<file path="src/rtl/mm_pkg.sv">
// Shared types and width helpers for the matrix-multiply controller.
// Latency: none (declarations only).
// Backpressure: not applicable.
package mm_pkg;

  // Compute-side FSM: clear the array, stream operands in, wait for results.
  typedef enum logic [1:0] {
    ST_IDLE    = 2'd0,
    ST_CLEAR   = 2'd1,
    ST_LOAD    = 2'd2,
    ST_COMPUTE = 2'd3
  } mm_state_e;

  // Width of one C element: a full-precision product plus growth for N accumulations.
  function automatic int c_width(input int data_width, input int n);
    return 2 * data_width + $clog2(n);
  endfunction

endpackage

</file>
<file path="src/rtl/mm_result_buffer.sv">
// Holds one captured N x N result and drains it row by row over valid/ready.
// Latency: capture visible on res_valid_o the cycle after capture_i.
// Backpressure: row and index hold while res_ready_i=0; capture allowed only when empty or on the last-row handshake.
module mm_result_buffer
  import mm_pkg::*;
#(
  parameter int N            = 4,
  parameter int C_DATA_WIDTH = 18,
  parameter int IDX_W        = 2
) (
  input  logic                                 clk,
  input  logic                                 reset_i,
  input  logic                                 capture_i,
  input  logic [N*N-1:0][C_DATA_WIDTH-1:0]     c_i,
  output logic                                 cap_ok_o,
  output logic                                 res_valid_o,
  input  logic                                 res_ready_i,
  output logic [N-1:0][C_DATA_WIDTH-1:0]       res_row_o,
  output logic [IDX_W-1:0]                     res_idx_o,
  output logic                                 res_last_o,
  output logic                                 done_o
);

  localparam logic [IDX_W-1:0] LAST_IDX = IDX_W'(N - 1);

  logic                    full_q, full_d;
  logic [IDX_W-1:0]        idx_q, idx_d;
  logic [C_DATA_WIDTH-1:0] data_q [N][N];
  logic [C_DATA_WIDTH-1:0] data_d [N][N];
  logic                    hs;
  logic                    last_hs;

  // Outputs are forced to their idle values while reset is held.
  assign res_valid_o = full_q && !reset_i;
  assign res_idx_o   = reset_i ? '0 : idx_q;
  assign res_last_o  = (res_idx_o == LAST_IDX);
  assign hs          = res_valid_o && res_ready_i;
  assign last_hs     = hs && (idx_q == LAST_IDX);
  assign done_o      = last_hs;
  // The slot frees up in the same cycle the final row leaves.
  assign cap_ok_o    = !full_q || last_hs;

  // Present the row currently addressed by the read index.
  always_comb begin
    for (int j = 0; j < N; j++) begin
      res_row_o[j] = data_q[idx_q][j];
    end
  end

  // Next-state for fill flag, read index and storage; a capture overrides the drain.
  always_comb begin
    full_d = full_q;
    idx_d  = idx_q;
    data_d = data_q;
    if (hs) begin
      if (idx_q == LAST_IDX) begin
        full_d = 1'b0;
        idx_d  = '0;
      end else begin
        idx_d = idx_q + 1'b1;
      end
    end
    if (capture_i) begin
      full_d = 1'b1;
      idx_d  = '0;
      for (int i = 0; i < N; i++) begin
        for (int j = 0; j < N; j++) begin
          data_d[i][j] = c_i[i*N + j];
        end
      end
    end
  end

  // Control state with synchronous reset.
  always_ff @(posedge clk) begin
    if (reset_i) begin
      full_q <= 1'b0;
      idx_q  <= '0;
    end else begin
      full_q <= full_d;
      idx_q  <= idx_d;
    end
  end

  // Result storage; contents are qualified by full_q so they need no reset.
  always_ff @(posedge clk) begin
    data_q <= data_d;
  end

endmodule

</file>
<file path="src/rtl/mm_controller.sv">
// Sequences a systolic array through clear/load/compute and drains C by rows.
// Latency: start at t with contiguous beats -> array valid at t+3N, res_valid_o at t+3N+1.
// Backpressure: op_ready_o only in LOAD; a full buffer holds COMPUTE until the last row leaves.
module mm_controller
  import mm_pkg::*;
#(
  parameter int DATA_WIDTH   = 8,
  parameter int N            = 4,
  parameter int C_DATA_WIDTH = c_width(DATA_WIDTH, N),
  parameter int TIMEOUT      = 2*N + 2
) (
  input  logic                                 clk,
  input  logic                                 reset_i,
  input  logic                                 start_i,
  output logic                                 busy_o,
  input  logic                                 op_valid_i,
  output logic                                 op_ready_o,
  input  logic [N-1:0][DATA_WIDTH-1:0]         op_a_i,
  input  logic [N-1:0][DATA_WIDTH-1:0]         op_b_i,
  output logic                                 arr_reset_o,
  output logic                                 arr_valid_o,
  output logic [N-1:0][DATA_WIDTH-1:0]         arr_a_o,
  output logic [N-1:0][DATA_WIDTH-1:0]         arr_b_o,
  input  logic                                 arr_valid_i,
  input  logic [N*N-1:0][C_DATA_WIDTH-1:0]     arr_c_i,
  output logic                                 res_valid_o,
  input  logic                                 res_ready_i,
  output logic [N-1:0][C_DATA_WIDTH-1:0]       res_row_o,
  output logic [$clog2(N)-1:0]                 res_idx_o,
  output logic                                 res_last_o,
  output logic                                 done_o,
  output logic                                 err_o
);

  localparam int IDX_W = $clog2(N);
  localparam int TMO_W = $clog2(TIMEOUT + 1);
  localparam logic [IDX_W-1:0] LAST_BEAT = IDX_W'(N - 1);
  localparam logic [TMO_W-1:0] TMO_LAST  = TMO_W'(TIMEOUT - 1);

  mm_state_e        state_q, state_d;
  logic [IDX_W-1:0] beat_q, beat_d;
  logic [TMO_W-1:0] tmo_q, tmo_d;
  logic             err_q, err_d;
  logic             capture;
  logic             cap_ok;
  logic             in_load;

  assign in_load     = (state_q == ST_LOAD);
  assign busy_o      = (state_q != ST_IDLE) && !reset_i;
  assign op_ready_o  = in_load && !reset_i;
  assign err_o       = err_q && !reset_i;
  // Operands pass straight through to the array only while loading.
  assign arr_valid_o = op_ready_o && op_valid_i;
  assign arr_a_o     = in_load ? op_a_i : '0;
  assign arr_b_o     = in_load ? op_b_i : '0;
  assign arr_reset_o = reset_i || (state_q == ST_CLEAR);

  // Next-state logic: beat counting in LOAD, capture or timeout in COMPUTE.
  always_comb begin
    state_d = state_q;
    beat_d  = beat_q;
    tmo_d   = tmo_q;
    err_d   = err_q;
    capture = 1'b0;
    case (state_q)
      ST_IDLE: begin
        if (start_i) state_d = ST_CLEAR;
      end
      ST_CLEAR: begin
        beat_d  = '0;
        tmo_d   = '0;
        state_d = ST_LOAD;
      end
      ST_LOAD: begin
        if (op_valid_i) begin
          if (beat_q == LAST_BEAT) begin
            beat_d  = '0;
            state_d = ST_COMPUTE;
          end else begin
            beat_d = beat_q + 1'b1;
          end
        end
      end
      ST_COMPUTE: begin
        if (arr_valid_i) begin
          // Results ready: take them if the buffer can, otherwise hold
          // without counting towards the timeout.
          if (cap_ok) begin
            capture = 1'b1;
            tmo_d   = '0;
            state_d = ST_IDLE;
          end
        end else if (tmo_q == TMO_LAST) begin
          err_d   = 1'b1;
          tmo_d   = '0;
          state_d = ST_IDLE;
        end else begin
          tmo_d = tmo_q + 1'b1;
        end
      end
      default: state_d = ST_IDLE;
    endcase
  end

  // FSM and counter registers with synchronous reset.
  always_ff @(posedge clk) begin
    if (reset_i) begin
      state_q <= ST_IDLE;
      beat_q  <= '0;
      tmo_q   <= '0;
      err_q   <= 1'b0;
    end else begin
      state_q <= state_d;
      beat_q  <= beat_d;
      tmo_q   <= tmo_d;
      err_q   <= err_d;
    end
  end

  mm_result_buffer #(
    .N            (N),
    .C_DATA_WIDTH (C_DATA_WIDTH),
    .IDX_W        (IDX_W)
  ) u_buf (
    .clk         (clk),
    .reset_i     (reset_i),
    .capture_i   (capture),
    .c_i         (arr_c_i),
    .cap_ok_o    (cap_ok),
    .res_valid_o (res_valid_o),
    .res_ready_i (res_ready_i),
    .res_row_o   (res_row_o),
    .res_idx_o   (res_idx_o),
    .res_last_o  (res_last_o),
    .done_o      (done_o)
  );

endmodule

</file>
<file path="config.mk">
export PLATFORM = sky130hd
export DESIGN_NAME = mm_controller
export DESIGN_NICKNAME = d
export VERILOG_FILES = /design/src/rtl/mm_pkg.sv /design/src/rtl/mm_result_buffer.sv /design/src/rtl/mm_controller.sv
export SDC_FILE = /design/constraint.sdc
export NUM_CORES = 1
export LEC_CHECK = 0
export BUFFER_PORTS_ARGS = -buffer_cell sky130_fd_sc_hd__buf_2
export CAP_MARGIN = 15
export CORE_AREA = 4 4 192 194
export DETAILED_ROUTE_END_ITERATION = 7
export DIE_AREA = 0 0 196 198
export GPL_ROUTABILITY_DRIVEN = 1
export SYNTH_ARGS = -nofsm -noshare
export SYNTH_HDL_FRONTEND = slang
export SYNTH_SLANG_ARGS = --single-unit
</file>
<file path="constraint.sdc">
create_clock -name clk -period 21.8 [get_ports clk]
set_input_delay 1.09 -clock clk [delete_from_list [all_inputs] [get_ports clk]]
set_output_delay 1.09 -clock clk [all_outputs]
set_load 0.005 [all_outputs]
</file>
==> results.toml, run 1 <==
[clock_network]
clk_pin_slew_ns = 0.06
cts_tree = "built"
cts_sinks = 300
cts.repair.resized = 0
hold_buffers = 0
numCtsBuffers = 34
root_buffer = "clkbuf_16"
cts_max_path_buffers = 3
clk-insertion-delay-late_ns = 0.51
postCtsSetupRepairBufs = 0
h-tree-depth = 2

[setup_path]
reg2reg_to = "u_buf.data_q[112]$_DFFE_PP_"
cp_cell_sequence = "ha_1 -> nand3b_1 -> a21oi_4 -> buf_4 -> buf_4"
cp_num_cells = 5
startpoint_type = "flip-flop"
worstReg2RegStart = "u_buf.idx_q[0]$_SDFFE_PP0P_"
cp-end-kind = "flip-flop"
worst_path_most_repeated_cell = "buf_4"
critical-path-max-stage-delay_ns = 0.90
crit_fanout = 84
path_buf_inv = 2
reg2reg_slack_ns = 17.73
arrival_ns = 4.20
crit_slowest_cell = "buf_4"
rr_worst_depth = 5
crit_required_ns = 21.93
setup.worst_path.class = "flip-flop to flip-flop"
crit_family = "buffers and inverters"

[place]
dpl_worst_slack_ns = 17.42
io_buffers = 503
dp_hpwl_um = 24200
finalWeightedCongestion = 0.779

[synthesis]
synth_cells = 539
synthFlopType = "edfxtp_1"
synth_edf_count = 288
synth_most_common_cell = "edfxtp_1"
avgSynthCellArea_um2 = 21.5
seq_area_frac_synth = 0.766
synth_area_um2 = 11600
ys_types = 36
synth-seq-cells = 300
syn-num-nets = 906
yosysTopAreaCell = "edfxtp_1"
yosysWarnings = 0
synthTopCellsByArea = "edfxtp_1, mux4_2, and2_1, dfxtp_1, ha_1"
async_flop_share = 0
synthTopCellsByCount = "edfxtp_1, mux4_2, and2_1, dfxtp_1, clkbuf_1"
synth_top_area_share = 0.745

[floorplan]
start_util = 0.330
io_pins = 504
die_area_um2 = 38800
num_rows = 69
die_x_um = 196
die_h_um = 198
core_area_um2 = 35200

[global_routing]
grt_pass1_wl_um = 45100
antenna_found_initial = 21
grt_use_total = 0.156
grt_max_degree = 86
grt_pass1_vias = 7491
overflow = 0

[routing]
drc_errors = 0
viasPerCell = 4.53
wl_um = 31800
ant_nets = 0
dr.pass1.iters = 6
drt-initial-drc-count = 249
vias = 7048
wl_per_cell_um = 20.4

[timing]
fin_ws_ns = 17.73
max-slew-margin-rel = 0.274
setup_viol = 0
clock.fmax_mhz = 246
fin_crit_sh = 0.187
period_minus_slack_ns = 4.07
slew_viol_final = 0
finalHoldViolations = 0
fin_hold_ws_ns = 0.476
timing.setup.tns_ns = 0
worst_slew_pin_slew_ns = 1.09
rsz0062_at_grt = "no"
finalClockSkew_ns = 0.0231

[power_and_ir_drop]
leakagePower_nw = 6.09
p_per_area_nw_per_um2 = 88.6
ir_worst_vdd_mv = 0.0664
power_w = 0.00139

[hold_path]
hp-class = "flip-flop to flip-flop"
holdPathEnd = "err_q$_SDFFE_PP0P_"
min-delay-start = "err_q$_SDFFE_PP0P_"
whs_path_depth = 2

[final_layout]
area_growth_syn_to_layout_pct = 35.0
layout-drive-gt1-share = 0.586
fin_nets = 1425
fill_cells = 3164

[job]
cap_violations = 0

[outcome]
status = "completed"
-- cell families (layout without fill, tap and decap cells) --
kind of cell,Yosys count,after routing,synth area share
flip-flops,300,300,0.766
adder cells (fa/ha/maj),9,9,0.00970
multiplexers,75,75,0.142
buffers and inverters,33,575,0.0189
AO/OA/AOI/OAI,21,21,0.0121
XOR/XNOR,1,1,0.000754
AND/OR/NAND/NOR,100,100,0.0508
other,0,14,0
-- worst max path at each step --
stage / startpoint / endpoint / slack (ns)
finish: u_buf.idx_q[0]$_SDFFE_PP0P_ / u_buf.data_q[112]$_DFFE_PP_ / 17.73
global route: u_buf.idx_q[0]$_SDFFE_PP0P_ / u_buf.data_q[260]$_DFFE_PP_ / 17.37
CTS: u_buf.idx_q[0]$_SDFFE_PP0P_ / u_buf.data_q[132]$_DFFE_PP_ / 17.59
detailed placement: reset_i / u_buf.data_q[70]$_DFFE_PP_ / 17.42
global placement: reset_i / u_buf.data_q[280]$_DFFE_PP_ / 17.49
floorplan: reset_i / u_buf.data_q[0]$_DFFE_PP_ / 5.64
-- report_power, final --
| part | switching [W] | total, W | internal (W) |
|---|---|---|---|
| Clock | 0.000220 | 0.000538 | 0.000318 |
| Combinational | 0.0000838 | 0.000166 | 0.0000821 |
| Sequential | 0.0000113 | 0.000685 | 0.000673 |
-- per-layer routing --
metal	routed length, µm	global-route usage
met4	1160	0.0559
met1	9980	0.154
met5	47	0
met2	17000	0.293
met3	3580	0.0631
-- final cells by class --
| type | instances | area, µm² | area share |
|---|---|---|---|
| flip-flops and latches | 300 | 8900 | 0.568 |
| clock buffers | 40 | 895 | 0.0571 |
| multi-input cells | 206 | 2510 | 0.160 |
| diodes | 14 | 35.0 | 0.00223 |
| inverters | 6 | 22.5 | 0.00144 |
| clock inverters | 19 | 165 | 0.0105 |
| repair buffers | 510 | 2570 | 0.164 |
| well taps | 461 | 577 | 0.0368 |
-- metrics by stage --
| stage | cell area, µm² | utilization | cells |
|---|---|---|---|
| floorplan | 11600 | - | 539 |
| global placement | 14600 | 0.414 | 1483 |
| detailed placement | 14600 | 0.414 | 1483 |
| CTS | 15600 | 0.444 | 1542 |
| global route | 15700 | 0.445 | 1549 |
| finish | 15700 | 0.445 | 1556 |
-- placed cells by master, fill, tap and decap left out, types with 5 or more instances in the layout --
cell type and n:
clkbuf_16 35, ha_1 9, clkbuf_1 5, nor2_1 9
mux4_2 72, nand2_1 8, edfxtp_1 288, and2_1 65
inv_1 6, dfxtp_1 10, buf_2 503, diode_2 14
buf_4 7, clkinv_1 10, nor2b_1 7, a21oi_1 8
-- worst min-delay path: cells and delay by family (launching register included) --
kind	cells	cell delay, ns
flip-flops	1	0.33
AND/OR/NAND/NOR	1	0.07
AO/OA/AOI/OAI	1	0.04
-- state kept, by name, summed over array words and instances (netlist names) --
register and cells:
beat_q 2, u_buf.full_q 1, state_q 2, tmo_q 4, u_buf.data_q 288, err_q 1, u_buf.idx_q 2
No activity file was read; power rests on OpenSTA's default activity.
==> inputs of run 2 (changes only) <==
--- a/config.mk
+++ b/config.mk
@@ -5,11 +5,12 @@
 export SDC_FILE = /design/constraint.sdc
 export NUM_CORES = 1
 export LEC_CHECK = 0
+export ABC_AREA = 1
 export BUFFER_PORTS_ARGS = -buffer_cell sky130_fd_sc_hd__buf_2
 export CAP_MARGIN = 15
-export CORE_AREA = 4 4 192 194
+export CORE_AREA = 4 4 194 196
 export DETAILED_ROUTE_END_ITERATION = 7
-export DIE_AREA = 0 0 196 198
+export DIE_AREA = 0 0 198 200
 export GPL_ROUTABILITY_DRIVEN = 1
 export SYNTH_ARGS = -nofsm -noshare
 export SYNTH_HDL_FRONTEND = slang
==> constraint.sdc (replaced) <==
create_clock -name clk -period 3.9 [get_ports clk]
set_input_delay 0.195 -clock clk [delete_from_list [all_inputs] [get_ports clk]]
set_output_delay 0.195 -clock clk [all_outputs]
set_load 0.005 [all_outputs]
==> results.toml, run 2 <==
[clock_network]
numCtsBuffers = 34
clk-insertion-delay-late_ns = 0.53
root_buffer = "clkbuf_16"
cts_max_path_buffers = 3
cts_tree = "built"
postCtsSetupRepairBufs = 0
h-tree-depth = 2
cts_sinks = 300
clk_pin_slew_ns = 0.06

[setup_path]
reg2reg_to = "u_buf.data_q[115]$_DFFE_PP_"
reg2reg_slack_ns = 1.35
startpoint_type = "flip-flop"
arrival_ns = 2.68
setup.worst_path.class = "flip-flop to output pin"
crit_required_ns = 3.70
rr_worst_depth = 6
crit_fanout = 43
cp-end-kind = "output pin"
worstReg2RegStart = "u_buf.idx_q[1]$_SDFFE_PP0P_"

[timing]
max-slew-margin-rel = 0.366
period_minus_slack_ns = 2.87
fin_ws_ns = 1.03
finalClockSkew_ns = 0.0116
fin_crit_sh = 0.737
setup_viol = 0
rsz0062_at_grt = "no"
clock.fmax_mhz = 348
worst_slew_pin_slew_ns = 0.952
timing.setup.tns_ns = 0
finalHoldViolations = 0
slew_viol_final = 0

[final_layout]
final_cell_mix = "buf_2, dlygate4sd3_1, edfxtp_1"
top_regs = "u_buf.data_q (288), tmo_q (4)"
regMostFlops = "u_buf.data_q"
largest_reg_flops = 288
fin_nets = 2094
fin_util = 0.522
area_growth_syn_to_layout_pct = 58.4
final_common_cell = "buf_2"
fill_cells = 2975
layout-drive-gt1-share = 0.331

[floorplan]
core_area_um2 = 36100
io_pins = 504
die_area_um2 = 39600
die_x_um = 198
start_util = 0.330
die_h_um = 200
num_rows = 70

[global_routing]
grt_pass1_vias = 10700
grt_max_degree = 152
grt_pass1_wl_um = 60300
antenna_found_initial = 5
overflow = 0
grt_use_total = 0.200

[synthesis]
avgSynthCellArea_um2 = 12.6
synth_edf_count = 288
seq_area_frac_synth = 0.747
async_flop_share = 0
synth_area_um2 = 11900
synth_top_area_share = 0.727
synthTopCellsByArea = "edfxtp_1, nor2_1, o22ai_1, o21ai_0, o21ai_1"
synth-seq-cells = 300
synthFlopType = "edfxtp_1"
syn-num-nets = 1312
synth_cells = 945
synthTopCellsByCount = "edfxtp_1, nor2_1, nand2_1, inv_1, o21ai_0"
yosysTopAreaCell = "edfxtp_1"
ys_types = 25
yosysWarnings = 0
synth_most_common_cell = "edfxtp_1"

[hold_path]
whs_path_depth = 2
holdPathEnd = "tmo_q[1]$_SDFFE_PP0P_"
min-delay-start = "reset_i"
hp-class = "input pin to flip-flop"

[routing]
dr.pass1.iters = 5
ant_nets = 0
drt-initial-drc-count = 581
wl_um = 42200
wl_per_cell_um = 19.0
vias = 10500
drc_errors = 0
viasPerCell = 4.73

[place]
finalWeightedCongestion = 0.820
io_buffers = 503
dp_hpwl_um = 26300
dpl_worst_slack_ns = 1.32

[job]
cap_violations = 0

[power_and_ir_drop]
ir_worst_vdd_mv = 0.358
leakagePower_nw = 8.14
p_per_area_nw_per_um2 = 430
power_w = 0.00810

[outcome]
status = "completed"
run 2: worst max-delay path by stage:
stage	start	to	slack, ns
global placement	u_buf.idx_q[1]$_SDFFE_PP0P_	u_buf.data_q[207]$_DFFE_PP_	1.42
global route	u_buf.idx_q[1]$_SDFFE_PP0P_	res_row_o[39]	0.79
floorplan	u_buf.idx_q[0]$_SDFFE_PP0P_	u_buf.data_q[0]$_DFFE_PP_	-1.51
finish	u_buf.idx_q[1]$_SDFFE_PP0P_	res_row_o[39]	1.03
detailed placement	u_buf.idx_q[1]$_SDFFE_PP0P_	u_buf.data_q[135]$_DFFE_PP_	1.32
CTS	u_buf.idx_q[1]$_SDFFE_PP0P_	res_row_o[39]	0.85
run 2: routing by layer:
layer / part of all wire / vias up / track usage
met5: 0 / - / 0
met4: 0.040 / 0 / 0.0875
met3: 0.081 / 106 / 0.0475
met2: 0.54 / 568 / 0.378
met1: 0.34 / 4928 / 0.212
li1: - / 4922 / -
run 2: metrics by stage:
| stage | area [µm²] | hold slack, ns | instances |
|---|---|---|---|
| floorplan | 11900 | 0.294 | 945 |
| global route | 18800 | 0.0513 | 2224 |
| CTS | 18800 | 0.0258 | 2219 |
| finish | 18800 | 0.0550 | 2224 |
| global placement | 14900 | 0.371 | 1869 |
| detailed placement | 14900 | 0.373 | 1869 |
run 2: final cells by class:
type / count / area, µm² / area share
multi-input combinational: 503 / 2430 / 0.129
timing repair buffer: 802 / 5540 / 0.294
inverter: 86 / 329 / 0.0175
sequential: 300 / 8890 / 0.472
clock inverter: 12 / 58.8 / 0.00312
antenna: 5 / 12.5 / 0.000664
clock buffer: 48 / 987 / 0.0524
tap: 468 / 586 / 0.0311
run 2: cell families after synthesis:
kind of cell,count (synthesis),synth area share
xor gates and xnor gates,1,0.000737
AOI/OAI and AO/OA,229,0.104
and+or+nand+nor,264,0.0872
adders and majority gates,9,0.00947
buffers and inverters,142,0.0512
DFF,300,0.747
run 2: power breakdown:
| part | internal [W] | switching (W) |
|---|---|---|
| Clock | 0.00176 | 0.00126 |
| Combinational | 0.000579 | 0.000626 |
| Sequential | 0.00380 | 0.0000738 |
| Total | 0.00614 | 0.00196 |
run 2: critical path, stage by stage (launching register included):
cell	delay [ns]
dfxtp_2	0.80
buf_4	0.57
o21ai_0	0.17
o22ai_1	0.39
buf_2	0.20
run 2: timing repair:
item                                   4_1_cts  5_1_grt
hold buffers                               290        0
resized for setup                            0        0
endpoints found under the hold margin      291        0
